## config.mk

```make
export PLATFORM = sky130hd
export DESIGN_NAME = fp_mul_scheduler_flat
export DESIGN_NICKNAME = d
export VERILOG_FILES = /design/src/rtl/fp_mul_scheduler_pkg.sv /design/src/rtl/fp_mul_scheduler_if.sv /design/src/rtl/fp_mul_scheduler_rr_arbiter.sv /design/src/rtl/fp_mul_scheduler.sv /design/src/flat_wrapper.sv
export SDC_FILE = /design/constraint.sdc
export NUM_CORES = 1
export LEC_CHECK = 0
export ABC_AREA = 1
export CAP_MARGIN = 20
export CORE_AREA = 2 2 154 156
export DETAILED_ROUTE_END_ITERATION = 10
export DIE_AREA = 0 0 156 158
export GPL_TIMING_DRIVEN = 1
export PLACE_DENSITY = 0.69
export SLEW_MARGIN = 20
export SYNTH_ARGS = -nofsm -noshare
export SYNTH_HDL_FRONTEND = slang
export SYNTH_SLANG_ARGS = --single-unit
```

## constraint.sdc

```tcl
create_clock -name clk_i -period 3 [get_ports clk_i]
set_input_delay 0.45 -clock clk_i [delete_from_list [all_inputs] [get_ports clk_i]]
set_output_delay 0.45 -clock clk_i [all_outputs]
set_load 0.05 [all_outputs]
```

## src/rtl/fp_mul_scheduler_pkg.sv

```systemverilog
// Shared types and constants for the FP32 multiplier scheduler.
// Provides the scheduler state encoding, the FP32 word width and the
// quiet-NaN pattern returned when a multiply is abandoned.
package fp_mul_pkg;

   localparam int          FP32_W    = 32;
   localparam logic [31:0] FP32_QNAN = 32'h7FC0_0000;

   typedef enum logic [1:0] {
      S_IDLE    = 2'd0,
      S_ISSUE   = 2'd1,
      S_WAIT    = 2'd2,
      S_RESPOND = 2'd3
   } sched_state_t;

   // Index increment with wrap at n (round-robin pointer advance)
   function automatic int wrap_inc(input int idx, input int n);
      return (idx >= n - 1) ? 0 : idx + 1;
   endfunction

endpackage

```

## src/rtl/fp_mul_scheduler_if.sv

```systemverilog
// Bundle of the requester, multiplier and response signals around the
// scheduler. The slave modport is the scheduler's view; the master modport
// is the surrounding lanes/multiplier/consumer.
interface fp_mul_scheduler_if #(
   parameter int NUM_REQ = 4
);
   import fp_mul_pkg::*;

   localparam int ID_W = $clog2(NUM_REQ);

   logic [NUM_REQ-1:0]        req_valid_i;
   logic [NUM_REQ*FP32_W-1:0] req_a_i;
   logic [NUM_REQ*FP32_W-1:0] req_b_i;
   logic [NUM_REQ-1:0]        req_ready_o;
   logic                      mul_start_o;
   logic [FP32_W-1:0]         mul_a_o;
   logic [FP32_W-1:0]         mul_b_o;
   logic                      mul_done_i;
   logic [FP32_W-1:0]         mul_result_i;
   logic                      rsp_valid_o;
   logic [ID_W-1:0]           rsp_id_o;
   logic [FP32_W-1:0]         rsp_data_o;
   logic                      rsp_err_o;
   logic                      rsp_ready_i;
   logic                      busy_o;

   modport slave (
      input  req_valid_i, req_a_i, req_b_i, mul_done_i, mul_result_i, rsp_ready_i,
      output req_ready_o, mul_start_o, mul_a_o, mul_b_o,
             rsp_valid_o, rsp_id_o, rsp_data_o, rsp_err_o, busy_o
   );

   modport master (
      output req_valid_i, req_a_i, req_b_i, mul_done_i, mul_result_i, rsp_ready_i,
      input  req_ready_o, mul_start_o, mul_a_o, mul_b_o,
             rsp_valid_o, rsp_id_o, rsp_data_o, rsp_err_o, busy_o
   );

endinterface

```

## src/rtl/fp_mul_scheduler_rr_arbiter.sv

```systemverilog
// Combinational round-robin arbiter: picks the first valid requester at or
// above ptr_i, wrapping around. The pointer itself lives in the caller.
module rr_arbiter #(
   parameter int NUM_REQ = 4,
   parameter int ID_W    = $clog2(NUM_REQ)
) (
   input  logic [NUM_REQ-1:0] valid_i,
   input  logic [ID_W-1:0]    ptr_i,
   output logic [NUM_REQ-1:0] grant_o,
   output logic [ID_W-1:0]    grant_idx_o,
   output logic               grant_any_o
);

   // Search upward from the pointer and stop at the first valid requester
   always_comb begin
      int j;
      j           = 0;
      grant_o     = '0;
      grant_idx_o = '0;
      grant_any_o = 1'b0;
      for (int i = 0; i < NUM_REQ; i++) begin
         j = int'(ptr_i) + i;
         if (j >= NUM_REQ) j = j - NUM_REQ;
         if (!grant_any_o && valid_i[ID_W'(j)]) begin
            grant_any_o          = 1'b1;
            grant_o[ID_W'(j)]    = 1'b1;
            grant_idx_o          = ID_W'(j);
         end
      end
   end

endmodule

```

## src/rtl/fp_mul_scheduler.sv

```systemverilog
// Round-robin scheduler sharing one multi-cycle FP32 multiplier between
// NUM_REQ requesters. One transaction in flight: accept, start pulse, wait
// for done, hold the tagged response until the consumer takes it.
// Optional feature macro: FP_MUL_SCHED_TIMEOUT_EN enables a WAIT watchdog
// that returns a quiet NaN with rsp_err_o set after TIMEOUT_CYCLES cycles.
module fp_mul_scheduler
   import fp_mul_pkg::*;
#(
   parameter int NUM_REQ        = 4,
   parameter int TIMEOUT_CYCLES = 16
) (
   input  logic                  clk_i,
   input  logic                  reset_i,
   fp_mul_scheduler_if.slave     bus
);

   localparam int ID_W = $clog2(NUM_REQ);

   sched_state_t       state_q;
   logic [ID_W-1:0]    rr_ptr_q;
   logic [ID_W-1:0]    owner_q;
   logic               mul_start_q;
   logic [FP32_W-1:0]  mul_a_q;
   logic [FP32_W-1:0]  mul_b_q;
   logic               rsp_valid_q;
   logic [ID_W-1:0]    rsp_id_q;
   logic [FP32_W-1:0]  rsp_data_q;
   logic               busy_q;

   logic [NUM_REQ-1:0] grant;
   logic [ID_W-1:0]    grant_idx;
   logic               grant_any;
   logic [ID_W-1:0]    next_ptr;

`ifdef FP_MUL_SCHED_TIMEOUT_EN
   localparam int              CNT_W    = $clog2(TIMEOUT_CYCLES + 1);
   localparam logic [CNT_W-1:0] CNT_LAST = CNT_W'(TIMEOUT_CYCLES - 1);
   logic [CNT_W-1:0] wait_cnt_q;
   logic             rsp_err_q;
`endif

   rr_arbiter #(
      .NUM_REQ (NUM_REQ),
      .ID_W    (ID_W)
   ) u_arb (
      .valid_i     (bus.req_valid_i),
      .ptr_i       (rr_ptr_q),
      .grant_o     (grant),
      .grant_idx_o (grant_idx),
      .grant_any_o (grant_any)
   );

   assign next_ptr = ID_W'(wrap_inc(int'(owner_q), NUM_REQ));

   // Grant is only visible while idle and out of reset
   always_comb begin
      bus.req_ready_o = '0;
      if (state_q == S_IDLE && !reset_i) bus.req_ready_o = grant;
   end

   assign bus.mul_start_o = mul_start_q;
   assign bus.mul_a_o     = mul_a_q;
   assign bus.mul_b_o     = mul_b_q;
   assign bus.rsp_valid_o = rsp_valid_q;
   assign bus.rsp_id_o    = rsp_id_q;
   assign bus.rsp_data_o  = rsp_data_q;
   assign bus.busy_o      = busy_q;
`ifdef FP_MUL_SCHED_TIMEOUT_EN
   assign bus.rsp_err_o   = rsp_err_q;
`else
   assign bus.rsp_err_o   = 1'b0;
`endif

   // Scheduler FSM with registered outputs; reset discards any in-flight work
   always_ff @(posedge clk_i) begin
      if (reset_i) begin
         state_q     <= S_IDLE;
         rr_ptr_q    <= '0;
         owner_q     <= '0;
         mul_start_q <= 1'b0;
         mul_a_q     <= '0;
         mul_b_q     <= '0;
         rsp_valid_q <= 1'b0;
         rsp_id_q    <= '0;
         rsp_data_q  <= '0;
         busy_q      <= 1'b0;
`ifdef FP_MUL_SCHED_TIMEOUT_EN
         wait_cnt_q  <= '0;
         rsp_err_q   <= 1'b0;
`endif
      end else begin
         mul_start_q <= 1'b0;
         case (state_q)
            S_IDLE: begin
               if (grant_any) begin
                  mul_a_q     <= bus.req_a_i[int'(grant_idx)*FP32_W +: FP32_W];
                  mul_b_q     <= bus.req_b_i[int'(grant_idx)*FP32_W +: FP32_W];
                  owner_q     <= grant_idx;
                  mul_start_q <= 1'b1;
                  busy_q      <= 1'b1;
                  state_q     <= S_ISSUE;
               end
            end
            S_ISSUE: begin
`ifdef FP_MUL_SCHED_TIMEOUT_EN
               wait_cnt_q <= '0;
`endif
               state_q <= S_WAIT;
            end
            S_WAIT: begin
               // Done takes priority over the watchdog on the same cycle
               if (bus.mul_done_i) begin
                  rsp_data_q  <= bus.mul_result_i;
                  rsp_id_q    <= owner_q;
                  rsp_valid_q <= 1'b1;
`ifdef FP_MUL_SCHED_TIMEOUT_EN
                  rsp_err_q   <= 1'b0;
`endif
                  state_q     <= S_RESPOND;
               end
`ifdef FP_MUL_SCHED_TIMEOUT_EN
               else if (wait_cnt_q == CNT_LAST) begin
                  rsp_data_q  <= FP32_QNAN;
                  rsp_id_q    <= owner_q;
                  rsp_valid_q <= 1'b1;
                  rsp_err_q   <= 1'b1;
                  state_q     <= S_RESPOND;
               end else begin
                  wait_cnt_q <= wait_cnt_q + 1'b1;
               end
`endif
            end
            S_RESPOND: begin
               if (bus.rsp_ready_i) begin
                  rsp_valid_q <= 1'b0;
                  rr_ptr_q    <= next_ptr;
                  busy_q      <= 1'b0;
                  state_q     <= S_IDLE;
               end
            end
            default: begin
               rsp_valid_q <= 1'b0;
               busy_q      <= 1'b0;
               state_q     <= S_IDLE;
            end
         endcase
      end
   end

endmodule

```

## src/flat_wrapper.sv

```systemverilog
// flat-port wrapper written by rule: the top's interface ports become plain ports
module fp_mul_scheduler_flat import fp_mul_pkg::*;
#(
   parameter int NUM_REQ        = 4,
   parameter int TIMEOUT_CYCLES = 16
)
  (clk_i, reset_i, bus_req_valid_i, bus_req_a_i, bus_req_b_i, bus_mul_done_i, bus_mul_result_i, bus_rsp_ready_i, bus_req_ready_o, bus_mul_start_o, bus_mul_a_o, bus_mul_b_o, bus_rsp_valid_o, bus_rsp_id_o, bus_rsp_data_o, bus_rsp_err_o, bus_busy_o);
  fp_mul_scheduler_if #(.NUM_REQ(NUM_REQ)) bus_i ();
  input  logic clk_i;
  input  logic reset_i;
  input wire logic [$bits(bus_i.req_valid_i)-1:0] bus_req_valid_i;
  input wire logic [$bits(bus_i.req_a_i)-1:0] bus_req_a_i;
  input wire logic [$bits(bus_i.req_b_i)-1:0] bus_req_b_i;
  input wire logic [$bits(bus_i.mul_done_i)-1:0] bus_mul_done_i;
  input wire logic [$bits(bus_i.mul_result_i)-1:0] bus_mul_result_i;
  input wire logic [$bits(bus_i.rsp_ready_i)-1:0] bus_rsp_ready_i;
  output wire logic [$bits(bus_i.req_ready_o)-1:0] bus_req_ready_o;
  output wire logic [$bits(bus_i.mul_start_o)-1:0] bus_mul_start_o;
  output wire logic [$bits(bus_i.mul_a_o)-1:0] bus_mul_a_o;
  output wire logic [$bits(bus_i.mul_b_o)-1:0] bus_mul_b_o;
  output wire logic [$bits(bus_i.rsp_valid_o)-1:0] bus_rsp_valid_o;
  output wire logic [$bits(bus_i.rsp_id_o)-1:0] bus_rsp_id_o;
  output wire logic [$bits(bus_i.rsp_data_o)-1:0] bus_rsp_data_o;
  output wire logic [$bits(bus_i.rsp_err_o)-1:0] bus_rsp_err_o;
  output wire logic [$bits(bus_i.busy_o)-1:0] bus_busy_o;
  assign bus_i.req_valid_i = bus_req_valid_i;
  assign bus_i.req_a_i = bus_req_a_i;
  assign bus_i.req_b_i = bus_req_b_i;
  assign bus_i.mul_done_i = bus_mul_done_i;
  assign bus_i.mul_result_i = bus_mul_result_i;
  assign bus_i.rsp_ready_i = bus_rsp_ready_i;
  assign bus_req_ready_o = bus_i.req_ready_o;
  assign bus_mul_start_o = bus_i.mul_start_o;
  assign bus_mul_a_o = bus_i.mul_a_o;
  assign bus_mul_b_o = bus_i.mul_b_o;
  assign bus_rsp_valid_o = bus_i.rsp_valid_o;
  assign bus_rsp_id_o = bus_i.rsp_id_o;
  assign bus_rsp_data_o = bus_i.rsp_data_o;
  assign bus_rsp_err_o = bus_i.rsp_err_o;
  assign bus_busy_o = bus_i.busy_o;
  fp_mul_scheduler #(.NUM_REQ(NUM_REQ), .TIMEOUT_CYCLES(TIMEOUT_CYCLES)) u_core (.clk_i(clk_i), .reset_i(reset_i), .bus(bus_i));
endmodule
```

---- Word level (Yosys, flattened, before mapping) ----
Cells that the tools add are included.
storage, ports and cells
  output and inout bits ................... 106
  register bits ........................... 107
  logic and storage cells ................. 113
  input bits .............................. 296
cells by class
  equal/unequal tests ..................... 6
  bitwise logic cells ..................... 4
  magnitude comparators ................... 13
  $add $sub $neg .......................... 8
  reductions and logical operators ........ 22
  shifts and indexed selects .............. 2
  multiplexer cells ....................... 48
operators by type and width
  operator             count
  $shiftx 128x8->32    2
  $mux 2               12
  $mux 1               20
  $mux 4               5
  $lt 2x4->1 const B   4
  $or 4x4->4           3
  $ge 3x3->1 const B   3
  $reduce_and 3->1     3
  $bmux 1 s2           4
  $demux 1 s2          4
  $ge 2x1->1 const B   4
  $logic_and 1x1->1    8
  $pmux 2 s4           1
  $sub 2x1->2 const B  4
  $add 2x2->3 const B  2
  $reduce_and 2->1     3
  $eq 2x2->1 const B   2
  $logic_not 1->1      4
  $ne 2x2->1 const B   2
  $pmux 1 s2           2
  $reduce_bool 2->1    2
  $add 2x1->3 const B  1
  $ge 2x3->1 const B   1
  $add 2x1->2 const B  1
  other kinds (6)      6

---- Longest topological paths before layout ----
Gate-level depths: netlist of the first run.
  word-level depth ........................ 17
  gate-level depth with buffers ........... 17
  depth with buffers taken out ............ 14

---- Hierarchy ----
From an unflattened synthesis of the first run, not the netlist that was laid out.
second synthesis, totals
  cells, all modules ...................... 1,195
  area, all modules ....................... 6,955.4 um^2
by module, submodules not included
  module            instances  cells an instance  area each (um^2)
  fp_mul_scheduler  1          1,101              6,437.4
  rr_arbiter        1          94                 518.0

---- Worst setup path after synthesis of the first run ----
Ideal clock, no wire load.
  kind .................................... register to output
  start point ............................. register u_core.rr_ptr_q[1]
  end point ............................... output port bus_req_ready_o[2]
  slack ................................... 539 ps
  arrival time ............................ 2,011 ps
  cell stages (with the launch flop) ...... 11
  data required time ...................... 2,550 ps
  path through ............................ dfxtp_1 inv_2 ha_1 inv_2 nand2_2 nand2_2 nor2_4 nand4_2 o21ai_0 o21ai_0 inv_1
between the ends
  cells in the longest elaborated chain, start to end .. 16
  elaborated cells between the ends (all ways) .. 64
  classes of those cells .................. add/sub (7); order compare (12); mux (32); bitwise (3); reduce/logical (10)
RTL lines
  element                                              RTL line                           RTL
  from (decl)                                          fp_mul_scheduler.sv:20             logic [ID_W-1:0] rr_ptr_q;
  from (signal assigned)                               fp_mul_scheduler.sv:136            rr_ptr_q <= next_ptr;
  branches (longest 14 deep; another with $lt 2x4->1)  -
  $mux 4 *                                             fp_mul_scheduler_rr_arbiter.sv:24  if (!grant_any_o && valid_i[ID_W'(j)]) begin
  $mux 4 *                                             fp_mul_scheduler.sv:58             if (state_q == S_IDLE && !reset_i) bus.req_ready_o = grant;
  to (decl)                                            flat_wrapper.sv:17                 output wire logic [$bits(bus_i.req_ready_o)-1:0] bus_req_ready_o;
Mark *: on every way between the ends. The select of a mux whose other input is x is not followed.

---- Worst setup path in the final report of the first run ----
  start point ............................. register u_core.rr_ptr_q[0]
  end point ............................... output port bus_req_ready_o[2]
Same word-level chain as after synthesis.

==> flow_summary.ini, run 1 <==
[timing]
period_share_pct = 93.16
finalHoldViolations = 0
tns_ns = 0
setup_viol = 0
finClkSkew_ns = 0.01324
layout_setup_ws_ns = 0.2053
worst_pin_slew_ns = 0.6213
maxSlewHeadroom_pct = 58.45
worst_hold_slack_ns = 0.4871
max_freq_mhz = 357.8
slew_violations = 0
rsz0062_at_grt = no
post-route-min-period_ns = 2.795

[worst_setup_path]
r2r_slack_ns = 0.32
cp-end-kind = output port
worstPathCellList = inv_6 -> ha_4 -> inv_2 -> nand2_2 -> nand2_2 -> nor2_4 -> nand4_4 -> o21ai_0 -> o21ai_0 -> inv_1 -> buf_12
worst-setup-path-type = flip-flop to output port
cp.required_ns = 2.55
crit_fanout = 11
rr_worst_depth = 14
rr_endpoint = u_core.bus.mul_a_o[20]$_SDFFE_PP0P_
start_kind = flip-flop
reg2reg_from = u_core.rr_ptr_q[0]$_SDFFE_PP0P_
crit_slowest_cell = dfxtp_2
arrival_ns = 2.34
critPathMaxStageDelay_ns = 0.37

[place]
dpl.cell_count = 1938
portBuffers = 400
dpl.hpwl_um = 23050
pre_cts_ws_ns = 0.09738
gp_congestion = 0.9033

[power]
p_clk_share_pct = 12.7
swShare_pct = 51.98
combPwrFrac_pct = 65.9
power_density_mw_per_mm2 = 847.4
internal-power_mw = 4.959
vdd_drop_max_mv = 0.6580
power.leakage_nw = 6.175
fin_total_pwr_mw = 10.33
seqPwrFrac_pct = 21.4
p_sw_mw = 5.368

[cells_and_area]
nets = 1968
drive_above_1_share_pct = 4.567
area_growth_syn_to_layout_pct = 60.33
fillCellCount = 2367
num_antenna_cells = 0
layoutNonFillerInstCount = 1954

[global_route]
grt_max_degree = 87
grt-ovfl-total = 0
antenna_found_initial = 1
grt_pass1_wl_um = 46500
grt_pass1_vias = 8579
grt_use_total_pct = 24.12

[clock_tree]
cts_sinks = 107
ctsResizeCount = 0
cts_made_buffers = 9
htreeDepth = 3
post-cts-setup-buffer-count = 0
clkTransAtPathRegs_ns = 0.08
cts-root-buf = clkbuf_16
cts_tree = built
clk_latency_ns = 0.36
clock_path_buffers = 2
postCtsHoldBufs = 0

[die]
rows = 56
io-pin-count = 402
core_mm2 = 0.02305
dieArea_mm2 = 0.02465
start_util_pct = 32.97
die_w_um = 156
dieHeight_um = 158

[logic_synthesis]
yosys.cell_types.count = 33
syn_area_mm2 = 0.007601
syn_area_per_cell_um2 = 5.767
yosys_warnings = 0
syn_nets = 1627
syn_inst = 1318
ys_seq_area_share_pct = 28.18
ys_seq_elements = 107

[run]
maxCapViolations = 0

[routing]
drt-initial-drc-count = 661
wl_um = 31290
drc_errors = 0
wl_per_cell_um = 16.02
drtAntennaViolNets = 0
first_pass_iters = 5
viasPerCell = 4.835
vias = 9448

[min_path]
hold_path_class = flip-flop to flip-flop
hold_depth = 2
holdPathEnd = u_core.bus.rsp_data_o[16]$_SDFFE_PP0P_
hold_start = u_core.bus.rsp_data_o[16]$_SDFFE_PP0P_

[run_status]
outcome = finished clean
==> layout by cell type, fill, tap and decap left out, drive strengths merged, types with 2 or more instances in the layout <==
| cell type | n |
|---|---|
| a21oi | 12 |
| and3 | 6 |
| buf | 25 |
| clkbuf | 9 |
| clkdlybuf4s50 | 396 |
| clkinv | 5 |
| dfxtp | 107 |
| ha | 13 |
| inv | 245 |
| nand2 | 438 |
| nand3 | 146 |
| nand4 | 98 |
| nor2 | 84 |
| nor3 | 5 |
| o21ai | 68 |
| o221ai | 2 |
==> cells by family (layout without fill, tap and decap cells) <==
| logic type | Yosys count | count (layout) | synth area share [%] |
|---|---|---|---|
| buffers and inverters | 335 | 681 | 18.34 |
| AO/OA/AOI/OAI | 84 | 84 | 5.794 |
| adder cells (fa/ha/maj) | 13 | 13 | 2.140 |
| AND/OR/NAND/NOR | 778 | 778 | 45.50 |
| flip-flops | 107 | 107 | 28.18 |
| other | 1 | 1 | 0.04934 |
==> per-stage QoR <==
step                util [%]  area, um^2
global route           52.87       12190
finish                 52.87       12190
floorplan                  -        7601
detailed placement     51.37       11840
global placement       51.37       11840
CTS                    52.76       12160
==> worst max-delay path, delay by kind of cell, from the launching register on <==
kind | cells | cell delay, ns
compound gates | 2 | 0.31
buf+inv | 4 | 0.42
fa+ha+maj | 1 | 0.32
simple gates | 4 | 0.56
flops | 1 | 0.37
==> power groups by stage <==
stage | Clock [mW] | Combinational, mW | Sequential [mW]
after global routing | 1.41 | 7.39 | 2.27
final | 1.31 | 6.80 | 2.21
after floorplan | 0 | 2.88 | 3.83
after detailed placement | 0 | 6.82 | 2.23
after global placement | 0 | 6.79 | 2.22
after CTS | 1.35 | 6.85 | 2.21
==> cell usage after synthesis <==
master      n  share of area [%]
nand2_1   426                 21
inv_1     237                 12
nand3_1   140                9.2
dfxtp_1   107                 28
nand4_1    97                8.0
nor2_1     82                4.0
o21ai_0    47                3.1
clkbuf_1   37                1.8
buf_2      30                2.0
o21ai_1    20                1.3
ha_1       13                2.1
a21oi_1    11               0.72
buf_4      11                1.1
nand2_2    10               0.82
buf_6       7                1.0
and3_1      6               0.49
buf_1       6               0.30
nand3_2     6               0.79
inv_2       5               0.25
nor3_1      5               0.33
nand2_4     2               0.30
o221ai_1    2               0.23
a211oi_1    1              0.099
a21oi_2     1               0.12
clkinv_1    1              0.049
conb_1      1              0.049
inv_6       1               0.12
nand4_2     1               0.16
nor2_2      1              0.082
nor2_4      1               0.15
o211ai_1    1              0.099
o21ai_2     1               0.12
or2_2       1              0.082
==> area by class of cell <==
type,count,area [um^2],area share (%)
Multi-Input combinational cell,876,4111,33.74
Sequential cell,107,2143,17.59
Clock buffer,9,225.2,1.848
Tap cell,290,362.8,2.977
Inverter,244,922.1,7.567
Timing Repair Buffer,421,4327,35.50
Clock inverter,7,95.09,0.7803
==> layer usage <==
metal | wire length [um] | part of all wire, % | GRT usage (%) | vias to the layer above
li1 | - | - | - | 4763
met1 | 12390 | 40 | 28.51 | 4215
met2 | 15590 | 50 | 43.40 | 417
met3 | 2486 | 7.9 | 5.119 | 51
met4 | 816 | 2.6 | 8.038 | 2
met5 | 13 | 0.042 | 0 | -
==> flip-flops by register name, summed over array words and instances, names as in the netlist <==
register,cells
u_core.state_q,2
u_core.bus.mul_start_o,1
u_core.bus.mul_a_o,32
u_core.bus.busy_o,1
u_core.bus.mul_b_o,32
u_core.owner_q,2
u_core.bus.rsp_data_o,32
u_core.bus.rsp_id_o,2
u_core.bus.rsp_valid_o,1
u_core.rr_ptr_q,2
==> worst max-delay path by stage <==
stage                                                      to  slack [ns]                             from  cells after the start
after global routing                       bus_req_ready_o[2]        0.08  u_core.rr_ptr_q[0]$_SDFFE_PP0P_                     11
after floorplan                            bus_req_ready_o[2]        0.54  u_core.rr_ptr_q[1]$_SDFFE_PP0P_                     10
after detailed placement  u_core.bus.mul_a_o[20]$_SDFFE_PP0P_         0.1               bus_req_valid_i[3]                     14
after global placement    u_core.bus.mul_a_o[20]$_SDFFE_PP0P_        0.17               bus_req_valid_i[3]                     14
after CTS                                  bus_req_ready_o[2]       0.007  u_core.rr_ptr_q[0]$_SDFFE_PP0P_                     11
final                                      bus_req_ready_o[2]        0.21  u_core.rr_ptr_q[0]$_SDFFE_PP0P_                     11
Note: power is estimated with default switching activity, not from simulation.
==> run 2: changes to the inputs <==
--- a/config.mk
+++ b/config.mk
@@ -8,6 +8,7 @@
 export ABC_AREA = 1
 export CAP_MARGIN = 20
 export CORE_AREA = 2 2 154 156
+export CTS_CLUSTER_DIAMETER = 150
 export DETAILED_ROUTE_END_ITERATION = 10
 export DIE_AREA = 0 0 156 158
 export GPL_TIMING_DRIVEN = 1
==> constraint.sdc (replaced) <==
create_clock -name clk_i -period 2.97 [get_ports clk_i]
set_input_delay 0.4455 -clock clk_i [delete_from_list [all_inputs] [get_ports clk_i]]
set_output_delay 0.4455 -clock clk_i [all_outputs]
set_load 0.05 [all_outputs]
==> flow_summary.ini, run 2 (same netlist as run 1, synthesis figures left out) <==
[run_status]
outcome = finished clean

[timing]
slew_violations = 0
worst_hold_slack_ns = 0.4868
finClkSkew_ns = 0.01363
layout_setup_ws_ns = 0.1579
finalHoldViolations = 0
max_freq_mhz = 355.6
maxSlewHeadroom_pct = 41.11
tns_ns = 0
post-route-min-period_ns = 2.812
setup_viol = 0
period_share_pct = 94.68
worst_pin_slew_ns = 0.8834

[worst_setup_path]
worst-setup-path-type = flip-flop to output port
cp.required_ns = 2.52
cp-end-kind = output port
rr_worst_depth = 14
crit_fanout = 11
arrival_ns = 2.37
start_kind = flip-flop

[die]
io-pin-count = 402
core_mm2 = 0.02305
dieArea_mm2 = 0.02465
die_w_um = 156
dieHeight_um = 158
start_util_pct = 32.97
rows = 56

[place]
placed_cell_area_mm2 = 0.01186
dpl.hpwl_um = 23030
portBuffers = 400
pre_cts_ws_ns = 0.1297
gp_congestion = 0.9070

[global_route]
antenna_found_initial = 4
grt-ovfl-total = 0
grt_pass1_wl_um = 46880
grt_use_total_pct = 24.31
grt_pass1_vias = 8721
grt_max_degree = 86

[clock_tree]
clock_path_buffers = 2
postCtsHoldBufs = 0
clkTransAtPathRegs_ns = 0.07
cts-root-buf = clkbuf_16
cts_sinks = 107
cts_made_buffers = 9
clk_latency_ns = 0.35
cts_tree = built
htreeDepth = 3

[routing]
drt-initial-drc-count = 584
vias = 9406
wl_per_cell_um = 15.83
viasPerCell = 4.789
drtAntennaViolNets = 0
wl_um = 31090
drc_errors = 0
first_pass_iters = 6

[cells_and_area]
area_growth_syn_to_layout_pct = 60.87
final_cell_mix = 425 x nand2_1, 396 x clkdlybuf4s50_1, 236 x inv_1
fillCellCount = 2407
drive_above_1_share_pct = 4.850
final_common_cell = nand2_1
final_area_mm2 = 0.01223
nets = 1974

[min_path]
hold_depth = 2
hold_path_class = flip-flop to flip-flop

[power]
vdd_drop_max_mv = 0.4402
power_density_mw_per_mm2 = 855.3
power.leakage_nw = 6.197

[run]
maxCapViolations = 0
## run 2: cell type report
class                           count  area [um^2]  share of cell area, %
Tap cell                          290        362.8                  2.967
Inverter                          244        922.1                  7.541
Clock buffer                       10        229.0                  1.873
Antenna cell                        4        10.01                0.08186
Clock inverter                      6        96.34                 0.7879
Multi-Input combinational cell    876         4105                  33.57
Timing Repair Buffer              427         4359                  35.65
Sequential cell                   107         2143                  17.53
## run 2: worst max-delay path: stages (launching register included)
cell and delay [ns]:
dfxtp_2 0.37, inv_6 0.07, ha_2 0.40, inv_2 0.07
nand2_2 0.08, nand2_2 0.08, nor2_4 0.21, nand2_1 0.16
o221ai_1 0.23, nand2_1 0.09, inv_1 0.11, buf_12 0.14
## run 2: worst paths after layout
path	to	start	slack, ns
min	u_core.bus.rsp_id_o[1]$_SDFFE_PP0P_	u_core.bus.rsp_id_o[1]$_SDFFE_PP0P_	0.49
max reg2reg	u_core.bus.mul_b_o[20]$_SDFFE_PP0P_	u_core.rr_ptr_q[0]$_SDFFE_PP0P_	0.31
max	bus_req_ready_o[0]	u_core.rr_ptr_q[0]$_SDFFE_PP0P_	0.16
min reg2reg	u_core.bus.rsp_id_o[1]$_SDFFE_PP0P_	u_core.bus.rsp_id_o[1]$_SDFFE_PP0P_	0.49
## run 2: what timing repair did
item / CTS / global route
gates resized for setup: 0 / 4
buffers inserted: 0 / 2
endpoints found under the setup margin: 0 / 6
## run 2: stage by stage
step | instances | power (mW) | util [%]
floorplan | 1318 | 6.772 | -
CTS | 1958 | 10.55 | 52.86
detailed placement | 1942 | 9.164 | 51.44
global route | 1964 | 11.28 | 53.04
global placement | 1942 | 9.124 | 51.44
finish | 1964 | 10.46 | 53.04
## run 2: power by group
part,switching [mW],leakage (nW),total (mW),internal [mW]
sequential,0.282,0.883,2.24,1.96
combinational,4.50,5.16,6.88,2.39
clock,0.581,0.155,1.33,0.752
total,5.36,6.20,10.5,5.10
## run 2: per-layer routing
layer / vias to the layer above / track usage (%) / wire, um
met5: - / 0 / 0
met4: 0 / 8.825 / 689
met3: 33 / 5.557 / 2252
met2: 348 / 43.36 / 15510
met1: 4228 / 28.53 / 12630
li1: 4797 / - / -
